===== src/rtl/mips_ctrl_pkg.sv =====
// Shared encodings for the pipeline run controller: host commands, FSM states, defaults.
// Latency: none (declarations only).
// Backpressure: none (declarations only).
package mips_ctrl_pkg;

    // Host command encodings carried on i_cmd
    typedef enum logic [1:0] {
        CMD_LOAD = 2'b00,
        CMD_RUN  = 2'b01,
        CMD_STEP = 2'b10,
        CMD_HALT = 2'b11
    } cmd_t;

    // Sequencer states, visible on o_state
    typedef enum logic [2:0] {
        ST_IDLE      = 3'd0,
        ST_LOAD      = 3'd1,
        ST_RUN_FLUSH = 3'd2,
        ST_RUN       = 3'd3,
        ST_DRAIN     = 3'd4,
        ST_STEP      = 3'd5,
        ST_DONE      = 3'd6
    } state_t;

    // Fetched word that terminates a RUN
    localparam logic [31:0] HALT_INSTR_DEFAULT = 32'hFFFF_FFFF;

    // Enabled cycles granted after a HALT so in-flight instructions retire
    localparam int DEFAULT_DRAIN_CYCLES = 4;

    // Watchdog limit on RUN+DRAIN cycles
    localparam int DEFAULT_MAX_RUN = 2**20;

    // Instruction memory is word-organised; byte address = index << 2
    localparam int WORD_ADDR_SHIFT = 2;

    // States in which the pipeline is allowed to advance
    function automatic logic pipe_active(input state_t s);
        return (s == ST_RUN) || (s == ST_DRAIN) || (s == ST_STEP);
    endfunction

endpackage


===== src/rtl/prog_loader.sv =====
// Program loader: accepts N program words and turns each into one instruction-memory write.
// Latency: write strobe/address/data appear the cycle after each word handshake.
// Backpressure: word_ready is high only while words remain in the current LOAD; no stall once armed.
module prog_loader
    import mips_ctrl_pkg::*;
#(
    parameter int DATA_WIDTH = 32,
    parameter int ADDR_W     = 8
) (
    input  logic                  clk,
    input  logic                  rst,
    input  logic                  start,
    input  logic [ADDR_W:0]       count,
    input  logic                  word_valid,
    output logic                  word_ready,
    input  logic [DATA_WIDTH-1:0] word,
    output logic                  last,
    output logic                  loading,
    output logic [DATA_WIDTH-1:0] address,
    output logic [DATA_WIDTH-1:0] instr
);

    logic [ADDR_W-1:0] idx;
    logic [ADDR_W:0]   remain;
    logic              fire;

    assign fire = word_valid & word_ready;
    // The handshake that consumes the final word of this LOAD
    assign last = fire && (remain == {{ADDR_W{1'b0}}, 1'b1});

    // Arm on start, then register one memory write per accepted word; idx wraps naturally
    always_ff @(posedge clk) begin
        if (rst) begin
            word_ready <= 1'b0;
            idx        <= '0;
            remain     <= '0;
            loading    <= 1'b0;
            address    <= '0;
            instr      <= '0;
        end else begin
            loading <= fire;
            if (start) begin
                word_ready <= 1'b1;
                idx        <= '0;
                remain     <= count;
            end else if (fire) begin
                address <= DATA_WIDTH'({idx, {WORD_ADDR_SHIFT{1'b0}}});
                instr   <= word;
                idx     <= idx + 1'b1;
                remain  <= remain - 1'b1;
                if (last) begin
                    word_ready <= 1'b0;
                end
            end
        end
    end

endmodule


===== src/rtl/pipeline_run_ctrl.sv =====
// Run sequencer for the 5-stage MIPS pipeline: LOAD program, RUN to HALT + drain, single STEP.
// Latency: all outputs registered; o_done pulses the cycle after the DONE state.
// Backpressure: o_cmd_ready only in IDLE/RUN, o_word_ready only in LOAD. Option: RUN_CTRL_WATCHDOG_EN.
module pipeline_run_ctrl
    import mips_ctrl_pkg::*;
#(
    parameter int                    DATA_WIDTH   = 32,
    parameter int                    ADDR_W       = 8,
    parameter int                    DRAIN_CYCLES = DEFAULT_DRAIN_CYCLES,
    parameter logic [DATA_WIDTH-1:0] HALT_INSTR   = DATA_WIDTH'(HALT_INSTR_DEFAULT)
`ifdef RUN_CTRL_WATCHDOG_EN
    ,
    parameter int                    MAX_RUN      = DEFAULT_MAX_RUN
`endif
) (
    input  logic                  i_clock,
    input  logic                  i_reset,
    input  logic                  i_cmd_valid,
    output logic                  o_cmd_ready,
    input  logic [1:0]            i_cmd,
    input  logic [ADDR_W:0]       i_load_count,
    input  logic                  i_word_valid,
    output logic                  o_word_ready,
    input  logic [DATA_WIDTH-1:0] i_word,
    input  logic [DATA_WIDTH-1:0] i_fetch_instr,
    output logic                  o_loading,
    output logic [DATA_WIDTH-1:0] o_address,
    output logic [DATA_WIDTH-1:0] o_instruccion,
    output logic                  o_pipe_en,
    output logic                  o_pipe_flush,
    output logic [2:0]            o_state,
    output logic [31:0]           o_cycles,
`ifdef RUN_CTRL_WATCHDOG_EN
    output logic                  o_timeout,
`endif
    output logic                  o_done
);

    localparam int DRAIN_W = (DRAIN_CYCLES > 1) ? $clog2(DRAIN_CYCLES) : 1;

    state_t             state;
    state_t             nxt;
    cmd_t               cmd;
    logic               cmd_fire;
    logic               load_start;
    logic               load_last;
    logic               drain_last;
    logic               halt_seen;
    logic               wd_hit;
    logic [DRAIN_W-1:0] drain_cnt;

    assign cmd        = cmd_t'(i_cmd);
    assign cmd_fire   = i_cmd_valid & o_cmd_ready;
    assign load_start = (state == ST_IDLE) && cmd_fire && (cmd == CMD_LOAD) && (i_load_count != '0);
    assign drain_last = (drain_cnt == '0);
    // A HALT command and a fetched HALT word in the same cycle collapse into one drain
    assign halt_seen  = (cmd_fire && (cmd == CMD_HALT)) || (i_fetch_instr == HALT_INSTR);
    assign o_state    = state;

    prog_loader #(
        .DATA_WIDTH (DATA_WIDTH),
        .ADDR_W     (ADDR_W)
    ) u_loader (
        .clk        (i_clock),
        .rst        (i_reset),
        .start      (load_start),
        .count      (i_load_count),
        .word_valid (i_word_valid),
        .word_ready (o_word_ready),
        .word       (i_word),
        .last       (load_last),
        .loading    (o_loading),
        .address    (o_address),
        .instr      (o_instruccion)
    );

`ifdef RUN_CTRL_WATCHDOG_EN
    localparam int WD_W = $clog2(MAX_RUN) + 1;

    logic [WD_W-1:0] wd_cnt;
    logic            wd_flag;

    // Fires on the MAX_RUN-th enabled cycle of a RUN (drain cycles included)
    assign wd_hit = ((state == ST_RUN) || (state == ST_DRAIN)) && (wd_cnt == WD_W'(MAX_RUN - 1));

    // Count RUN+DRAIN cycles since the flush; report a timeout with o_done and hold it until the next command
    always_ff @(posedge i_clock) begin
        if (i_reset) begin
            wd_cnt    <= '0;
            wd_flag   <= 1'b0;
            o_timeout <= 1'b0;
        end else begin
            if (state == ST_RUN_FLUSH) begin
                wd_cnt  <= '0;
                wd_flag <= 1'b0;
            end else if ((state == ST_RUN) || (state == ST_DRAIN)) begin
                wd_cnt <= wd_cnt + 1'b1;
            end
            if (wd_hit) begin
                wd_flag <= 1'b1;
            end
            if (cmd_fire) begin
                o_timeout <= 1'b0;
            end else if ((state == ST_DONE) && wd_flag) begin
                o_timeout <= 1'b1;
            end
        end
    end
`else
    assign wd_hit = 1'b0;
`endif

    // Next-state decode; the watchdog has priority over a normal halt
    always_comb begin
        nxt = state;
        case (state)
            ST_IDLE: begin
                if (cmd_fire) begin
                    case (cmd)
                        CMD_LOAD: nxt = (i_load_count == '0) ? ST_DONE : ST_LOAD;
                        CMD_RUN:  nxt = ST_RUN_FLUSH;
                        CMD_STEP: nxt = ST_STEP;
                        default:  nxt = ST_IDLE;
                    endcase
                end
            end
            ST_LOAD: begin
                if (load_last) begin
                    nxt = ST_DONE;
                end
            end
            ST_RUN_FLUSH: nxt = ST_RUN;
            ST_RUN: begin
                if (wd_hit) begin
                    nxt = ST_DONE;
                end else if (halt_seen) begin
                    nxt = ST_DRAIN;
                end
            end
            ST_DRAIN: begin
                if (wd_hit || drain_last) begin
                    nxt = ST_DONE;
                end
            end
            ST_STEP: nxt = ST_DONE;
            ST_DONE: nxt = ST_IDLE;
            default: nxt = ST_IDLE;
        endcase
    end

    // Sequencer state plus registered outputs decoded from the state being entered
    always_ff @(posedge i_clock) begin
        if (i_reset) begin
            state        <= ST_IDLE;
            o_cmd_ready  <= 1'b0;
            o_pipe_en    <= 1'b0;
            o_pipe_flush <= 1'b0;
            o_done       <= 1'b0;
            o_cycles     <= '0;
            drain_cnt    <= '0;
        end else begin
            state        <= nxt;
            o_cmd_ready  <= (nxt == ST_IDLE) || (nxt == ST_RUN);
            o_pipe_en    <= pipe_active(nxt);
            o_pipe_flush <= (nxt == ST_RUN_FLUSH);
            o_done       <= (state == ST_DONE);

            // o_cycles counts every enabled cycle, restarting at each RUN and saturating
            if (state == ST_RUN_FLUSH) begin
                o_cycles <= '0;
            end else if (o_pipe_en && (o_cycles != '1)) begin
                o_cycles <= o_cycles + 32'd1;
            end

            // Drain counter sits preloaded and only counts down while draining
            if (state != ST_DRAIN) begin
                drain_cnt <= DRAIN_W'(DRAIN_CYCLES - 1);
            end else if (!drain_last) begin
                drain_cnt <= drain_cnt - 1'b1;
            end
        end
    end

endmodule


===== config.mk =====
export PLATFORM = sky130hd
export DESIGN_NAME = pipeline_run_ctrl
export DESIGN_NICKNAME = d
export VERILOG_FILES = /design/src/rtl/mips_ctrl_pkg.sv /design/src/rtl/prog_loader.sv /design/src/rtl/pipeline_run_ctrl.sv
export SDC_FILE = /design/constraint.sdc
export NUM_CORES = 1
export LEC_CHECK = 0
export BUFFER_PORTS_ARGS = -buffer_cell sky130_fd_sc_hd__buf_2
export CAP_MARGIN = 20
export CORE_ASPECT_RATIO = 0.8
export CORE_MARGIN = 2
export CORE_UTILIZATION = 49
export CTS_CLUSTER_SIZE = 16
export DETAILED_ROUTE_END_ITERATION = 7
export PLACE_DENSITY = 0.87
export SETUP_SLACK_MARGIN = 0.5
export SLEW_MARGIN = 15
export SYNTH_ARGS = -nofsm -noshare
export SYNTH_HDL_FRONTEND = slang
export SYNTH_SLANG_ARGS = --single-unit

===== constraint.sdc =====
create_clock -name i_clock -period 2.3 [get_ports i_clock]
set_input_delay 0.46 -clock i_clock [delete_from_list [all_inputs] [get_ports i_clock]]
set_output_delay 0.46 -clock i_clock [all_outputs]
set_load 0.02 [all_outputs]

==> flow_summary.toml, run 1 <==
[global_routing]
grt_pass1_vias = 4498
antenna_found_initial = 0
grt_usage_pct = 24.0
overflow = 0
grt_pass1_wl_um = 20500
grt_start_max_net_pins = 41

[clocking]
tritoncts_num_sinks = 100
cts_hold_buf = 0
cts_tree = "yes"
cts-buffers-inserted = 9
cts.clk_slew.worst_paths_ns = 0.08
root_buffer = "clkbuf_16"
clk-insertion-delay-late_ns = 0.34
htree_num_levels = 3
cts_buffer_depth = 2

[status]
violations = "design-rule violations"
outcome = "complete, but fails checks"

[placement]
dp_hpwl_um = 8940
place.gp.congestion = 0.845
placedInstanceArea_um2 = 5610
port_buffers = 159

[synthesis]
synth_cells = 523
synth.area.top_cells = "dfxtp_1 43%, mux2i_1 9.0%, nor2_1 5.8%"
synthArstFlopShare_pct = 0
syn_area_per_cell_um2 = 8.95
synth_cell_types = 52
synth-seq-cells = 100
synth_edf_count = 0
yosys.area.top_type_share_pct = 42.8
synth_flop_cell = "dfxtp_1"
synth.largest_area_cell = "dfxtp_1"
yosysWarningCount = 0
yosysSeqAreaShare_pct = 42.8
synth_area_um2 = 4680

[setup_path]
required_ns = 2.51
r2r_start = "o_cycles[14]"
critPathTopFamily = "simple AND/OR/NAND/NOR gates"
end_kind = "flip-flop"
reg2reg_to = "o_cycles[20]"
cp_slowest_cell = "nor4_4"
critPathLaunchType = "flip-flop"
r2r_cells = 5
cp.arrival_ns = 2.11
crit_buf_inv = 0
rrSetupSlack_ns = 0.40
crit_chain = "nand4_1 -> nor4_4 -> or2b_1 -> o311ai_2 -> o41ai_2"
critPathKind = "reg2reg"
crit_path_max_fanout = 5
slowest_delay_ns = 0.47

[timing]
slew_viol_final = 0
fin_tns_setup_ns = 0
fin_crit_ns = 1.90
rsz0062_at_grt = "true"
max_freq_mhz = 527
final.period_utilization_pct = 82.5
hold_viol_final = 0
skew_ns = 0.00750
setup_viol = 0

[cells_and_area]
final_util_pct = 70.1
stdcell_area_um2 = 6420
diodes = 0
syn_to_final_growth_pct = 37.1
final_nets = 798
drive_above_1_share_pct = 40.8

[pwr]
leakagePower_nw = 2.72
total_power_w = 0.00362
pwr-share-comb_pct = 9.7
switching_power_w = 0.000968
p_seq_share_pct = 49.2
switching_share_pct = 26.7
p_clk_share_pct = 41.1
internal-power_w = 0.00265
ir_drop_uv = 477
power.density_nw_per_um2 = 564

[flow_run]
max-cap-violations = 0

[die]
io_pins = 184
design.die.area_um2 = 10400
rows = 31
initial_core_util_pct = 51.1
die_w_um = 113
core_area_um2 = 9150
die_height_um = 91.4

[routing]
ant_nets = 0
drt-vias-per-instance = 5.66
dr.first_iter.drc_count = 263
drc = 15
wl_per_cell_um = 16.4
num_vias = 4721
first_pass_iters = 7
routed_wirelength_um = 13700

[hold_path]
worstHoldStart = "i_word[2]"
min_path_cells = 3
hold_end = "u_loader.instr[2]"
hold_class = "in2reg"
synth_stat cells, types with 13 or more instances:
| cell | instances |
|---|---|
| nand3_1 | 18 |
| nor2_1 | 72 |
| buf_4 | 25 |
| mux2i_1 | 42 |
| nand2_1 | 25 |
| o21ai_0 | 18 |
| clkbuf_1 | 15 |
| nand4_1 | 20 |
| dfxtp_1 | 100 |
| nor4_1 | 13 |
| or3_1 | 14 |
| a21oi_1 | 33 |
final cells by class:
class                   instances  area [um2]
clock buffers                   9         225
clock inverters                 7        67.6
multi-input cells             389        2670
well taps                     115         144
fillers                       664        2740
repair buffers                204        1190
inverters                      10        37.5
flip-flops and latches        100        2080
state kept, by name (all words and copies together), names as in the netlist:
| signal | count |
|---|---|
| drain_cnt | 2 |
| o_cmd_ready | 1 |
| o_cycles | 32 |
| o_done | 1 |
| o_pipe_en | 1 |
| o_pipe_flush | 1 |
| o_state | 3 |
| u_loader.address | 8 |
| u_loader.idx | 8 |
| u_loader.instr | 32 |
| u_loader.loading | 1 |
| u_loader.remain | 9 |
| u_loader.word_ready | 1 |
power by group through the flow:
stage               registers, W  logic (W)  clock network, W
floorplan                0.00185   0.000208                 0
global placement         0.00183   0.000315                 0
detailed placement       0.00183   0.000328                 0
CTS                      0.00178   0.000337           0.00151
global route             0.00178   0.000382           0.00159
finish                   0.00178   0.000352           0.00149
cells in the final DEF, fill, tap and decap left out, types with 9 or more instances in the layout:
master	Yosys	final
a21oi_1	33	30
buf_2	6	159
buf_4	25	37
clkbuf_16	0	10
conb_1	1	24
dfxtp_1	100	72
dfxtp_2	0	12
dfxtp_4	0	16
inv_1	10	10
mux2i_1	42	42
nand2_1	25	23
nand3_1	18	14
nand4_1	20	20
nor2_1	72	70
nor4_1	13	9
o21ai_0	18	16
o31ai_1	10	9
or3_1	14	14
or4_1	11	9
xor2_1	11	11
how the worst max path moves through the flow:
stage,cells after the start,from,to,slack [ns]
2_1_floorplan,7,o_cycles[1],o_cycles[30],0.41
3_3_place_gp,7,i_load_count[5],u_loader.instr[6],0.25
3_5_place_dp,7,i_load_count[5],u_loader.instr[29],0.12
4_1_cts,7,o_state[0],u_loader.instr[29],0.45
5_1_grt,5,o_cycles[14],o_cycles[20],0.33
6_report,5,o_cycles[14],o_cycles[20],0.40
what timing repair did:
action / CTS / global route
setup buffers: 22 / 11
gates cloned: 0 / 1
resized for setup: 40 / 38
pin swaps: 19 / 20
endpoints found under the setup margin: 33 / 77
layer usage:
metal  up-vias  routed length [um]  share of wire [%]  GRT usage, %
li1       2238                   -                  -             -
met3        29                 919                6.7          4.87
met5         -                   0                  0             0
met1      2232                5520                 40          27.7
met2       222                6900                 50          42.9
met4         0                 326                2.4          10.5
worst register-to-register path, delay by kind of cell (launching register included):
family | cells | cell delay (ns)
AOI/OAI and AO/OA | 2 | 0.47
and+or+nand+nor | 3 | 0.96
DFF | 1 | 0.36
metrics by stage:
step	setup WS, ns	hold slack (ns)	instances
floorplan	0.406	0.460	546
global placement	0.253	0.467	784
detailed placement	0.120	0.479	784
CTS	0.445	0.343	822
global route	0.325	0.345	834
finish	0.402	0.352	834
kinds of logic after synthesis:
logic type | share of synthesized area, %
flops | 42.8
other cells | 0.0801
compound gates | 11.2
xor+xnor | 3.37
simple gates | 25.3
mux | 9.22
buf+inv | 6.74
fa+ha+maj | 1.34
(Power assumes the default switching activity.)
==> inputs of run 2 (changes only) <==
Settings changed: ABC_AREA set to 1, CORE_UTILIZATION 49 to 45, PLACE_DENSITY 0.87 to 0.83.
Clock period 2.3 ns to 1.6 ns, I/O delays scaled along.
==> flow_summary.toml, run 2 <==
[synthesis]
yosysMostFrequentCell = "nand2_1"
synthArstFlopShare_pct = 0
synth_common_cells = "164 x nand2_1, 148 x nor2_1, 100 x dfxtp_1, 47 x o21ai_0, 46 x inv_1"
synth_cells = 731
synth.area.top_cells = "dfxtp_1 39%, nand2_1 12%, nor2_1 11%"
synth_area_um2 = 5150
yosys.area.top_type_share_pct = 38.8
synth.largest_area_cell = "dfxtp_1"
syn_area_per_cell_um2 = 7.05
synth_edf_count = 0
synth-seq-cells = 100
yosysWarningCount = 0
synth_cell_types = 40
yosysSeqAreaShare_pct = 38.8
synth_flop_cell = "dfxtp_1"

[setup_path]
critPathKind = "reg2reg"
crit_top_cell = "nand2_1"
crit_chain = "nand2_1 -> nor2_2 -> nand2_1 -> nor3_1 -> nand2_1 -> xnor2_1 -> nand2_1 -> a21oi_2"
r2r_start = "o_cycles[12]"
slowest_delay_ns = 0.56
cp.arrival_ns = 2.49
critPathLaunchType = "flip-flop"
crit_path_max_fanout = 5
critPathLaunch = "o_cycles[12]"
required_ns = 1.91
end_kind = "flip-flop"
cp_slowest_cell = "nor3_1"

[timing]
worst_slack_ns = -0.570
tightest_slew_ns = 0.693
fin_tns_setup_ns = -5.31
final.period_utilization_pct = 136
skew_ns = 0.0263
max_freq_mhz = 461
fin_crit_ns = 2.17
slew_viol_final = 0
hold_viol_final = 0
slew_headroom_pct = 53.5
setup_viol = 45
rsz0062_at_grt = "true"

[routing]
dr_wl_met3_um = 2460
routed_wirelength_um = 25600
num_vias = 6799
drt-vias-per-instance = 5.71
ant_nets = 0
wl_per_cell_um = 21.5
top_layer = "met5"
m1WireLength_um = 8740
drc = 0
wl_met2_um = 12600
dr.first_iter.drc_count = 516
first_pass_iters = 5

[pwr]
leakagePower_nw = 4.33
power.density_nw_per_um2 = 637
ir_drop_uv = 602

[clocking]
cts.clk_slew.worst_paths_ns = 0.10
tritoncts_num_sinks = 100
clk-insertion-delay-late_ns = 0.38
htree_num_levels = 3
cts-buffers-inserted = 9
cts_buffer_depth = 2
root_buffer = "clkbuf_16"
cts_tree = "yes"

[placement]
placedInstanceArea_um2 = 6580
numPlacedInstances = 1053
place_ws_ns = -0.0638
port_buffers = 159
dp_hpwl_um = 10400
place.gp.congestion = 0.948

[die]
die_w_um = 124
design.die.area_um2 = 12300
io_pins = 184
core_area_um2 = 11000
rows = 34
initial_core_util_pct = 46.8
die_height_um = 99.7

[global_routing]
antenna_found_initial = 0
grt_start_max_net_pins = 45
overflow = 0
grt_pass1_wl_um = 31800
grt_usage_pct = 33.1
grt_pass1_vias = 6427

[hold_path]
hold_class = "in2reg"
worstHoldStart = "i_word[17]"

[cells_and_area]
final_cells = 1190
drive_above_1_share_pct = 64.0
syn_to_final_growth_pct = 89.4
stdcell_area_um2 = 9760
final_util_pct = 88.6
diodes = 0
layout_common_cells = "115 x nand2_1, 112 x buf_6, 105 x buf_4, 85 x nor2_1, 78 x buf_2"
final_nets = 1125
reg_top3 = "o_cycles (32), u_loader.instr (32), u_loader.remain (9)"
final_common_cell = "nand2_1"
n_fill_cell = 451

[status]
outcome = "complete, but fails checks"
violations = "negative setup slack"

[flow_run]
max-cap-violations = 0
run 2: worst paths after layout:
| path | endpoint | slack [ns] | cells after the start |
|---|---|---|---|
| worst max-delay path | o_cycles[28] | -0.57 | 8 |
| worst min register to register | u_loader.instr[17] | 0.50 | 2 |
| worst min-delay path | u_loader.instr[17] | 0.20 | 3 |
| worst max register to register | o_cycles[28] | -0.57 | 8 |
run 2: layout make-up:
cell class / count / area (um2) / area share, %
Inverter: 50 / 219 / 2.24
Tap cell: 144 / 180 / 1.85
Clock buffer: 9 / 225 / 2.31
Clock inverter: 7 / 67.6 / 0.692
Sequential cell: 100 / 2200 / 22.6
Timing Repair Buffer: 325 / 3120 / 32.0
Multi-Input combinational cell: 555 / 3740 / 38.4
run 2: routing by layer:
metal	vias to the layer above	track usage, %
met5	-	0
met4	2	15.5
met3	176	8.49
met2	537	58.1
met1	3159	37.4
li1	2925	-
run 2: repair_timing:
action                                 CTS  global route
gates resized for setup                312           214
setup endpoints to repair              177           178
pin swaps                               55            75
hold buffers                             0             0
gates cloned                            10             1
endpoints found under the hold margin    0             0
buffers inserted                        55            55
run 2: critical path: cells and delay by family, from the launching register on:
family	cells	cell delay, ns
AOI/OAI and AO/OA	1	0.11
DFF	1	0.43
and+or+nand+nor	6	1.33
xor gates and xnor gates	1	0.23
run 2: logic make-up (layout without fill, tap and decap cells):
family / count (synthesis) / count (layout) / synth area share, %
buffers and inverters: 99 / 391 / 10.3
flip-flops: 100 / 100 / 38.8
AO/OA/AOI/OAI: 103 / 103 / 12.1
XOR/XNOR: 29 / 29 / 4.93
AND/OR/NAND/NOR: 394 / 394 / 32.5
other: 1 / 24 / 0.0728
adder cells (fa/ha/maj): 5 / 5 / 1.21
run 2: stage by stage:
step	power [W]	hold slack, ns
floorplan	0.00323	0.463
global placement	0.00344	0.457
detailed placement	0.00345	0.469
CTS	0.00588	0.189
global route	0.00640	0.210
finish	0.00622	0.200
run 2: power breakdown:
part / switching [W] / internal, W
registers: 0.0000739 / 0.00251
logic: 0.000738 / 0.000607
clock network: 0.00118 / 0.00110
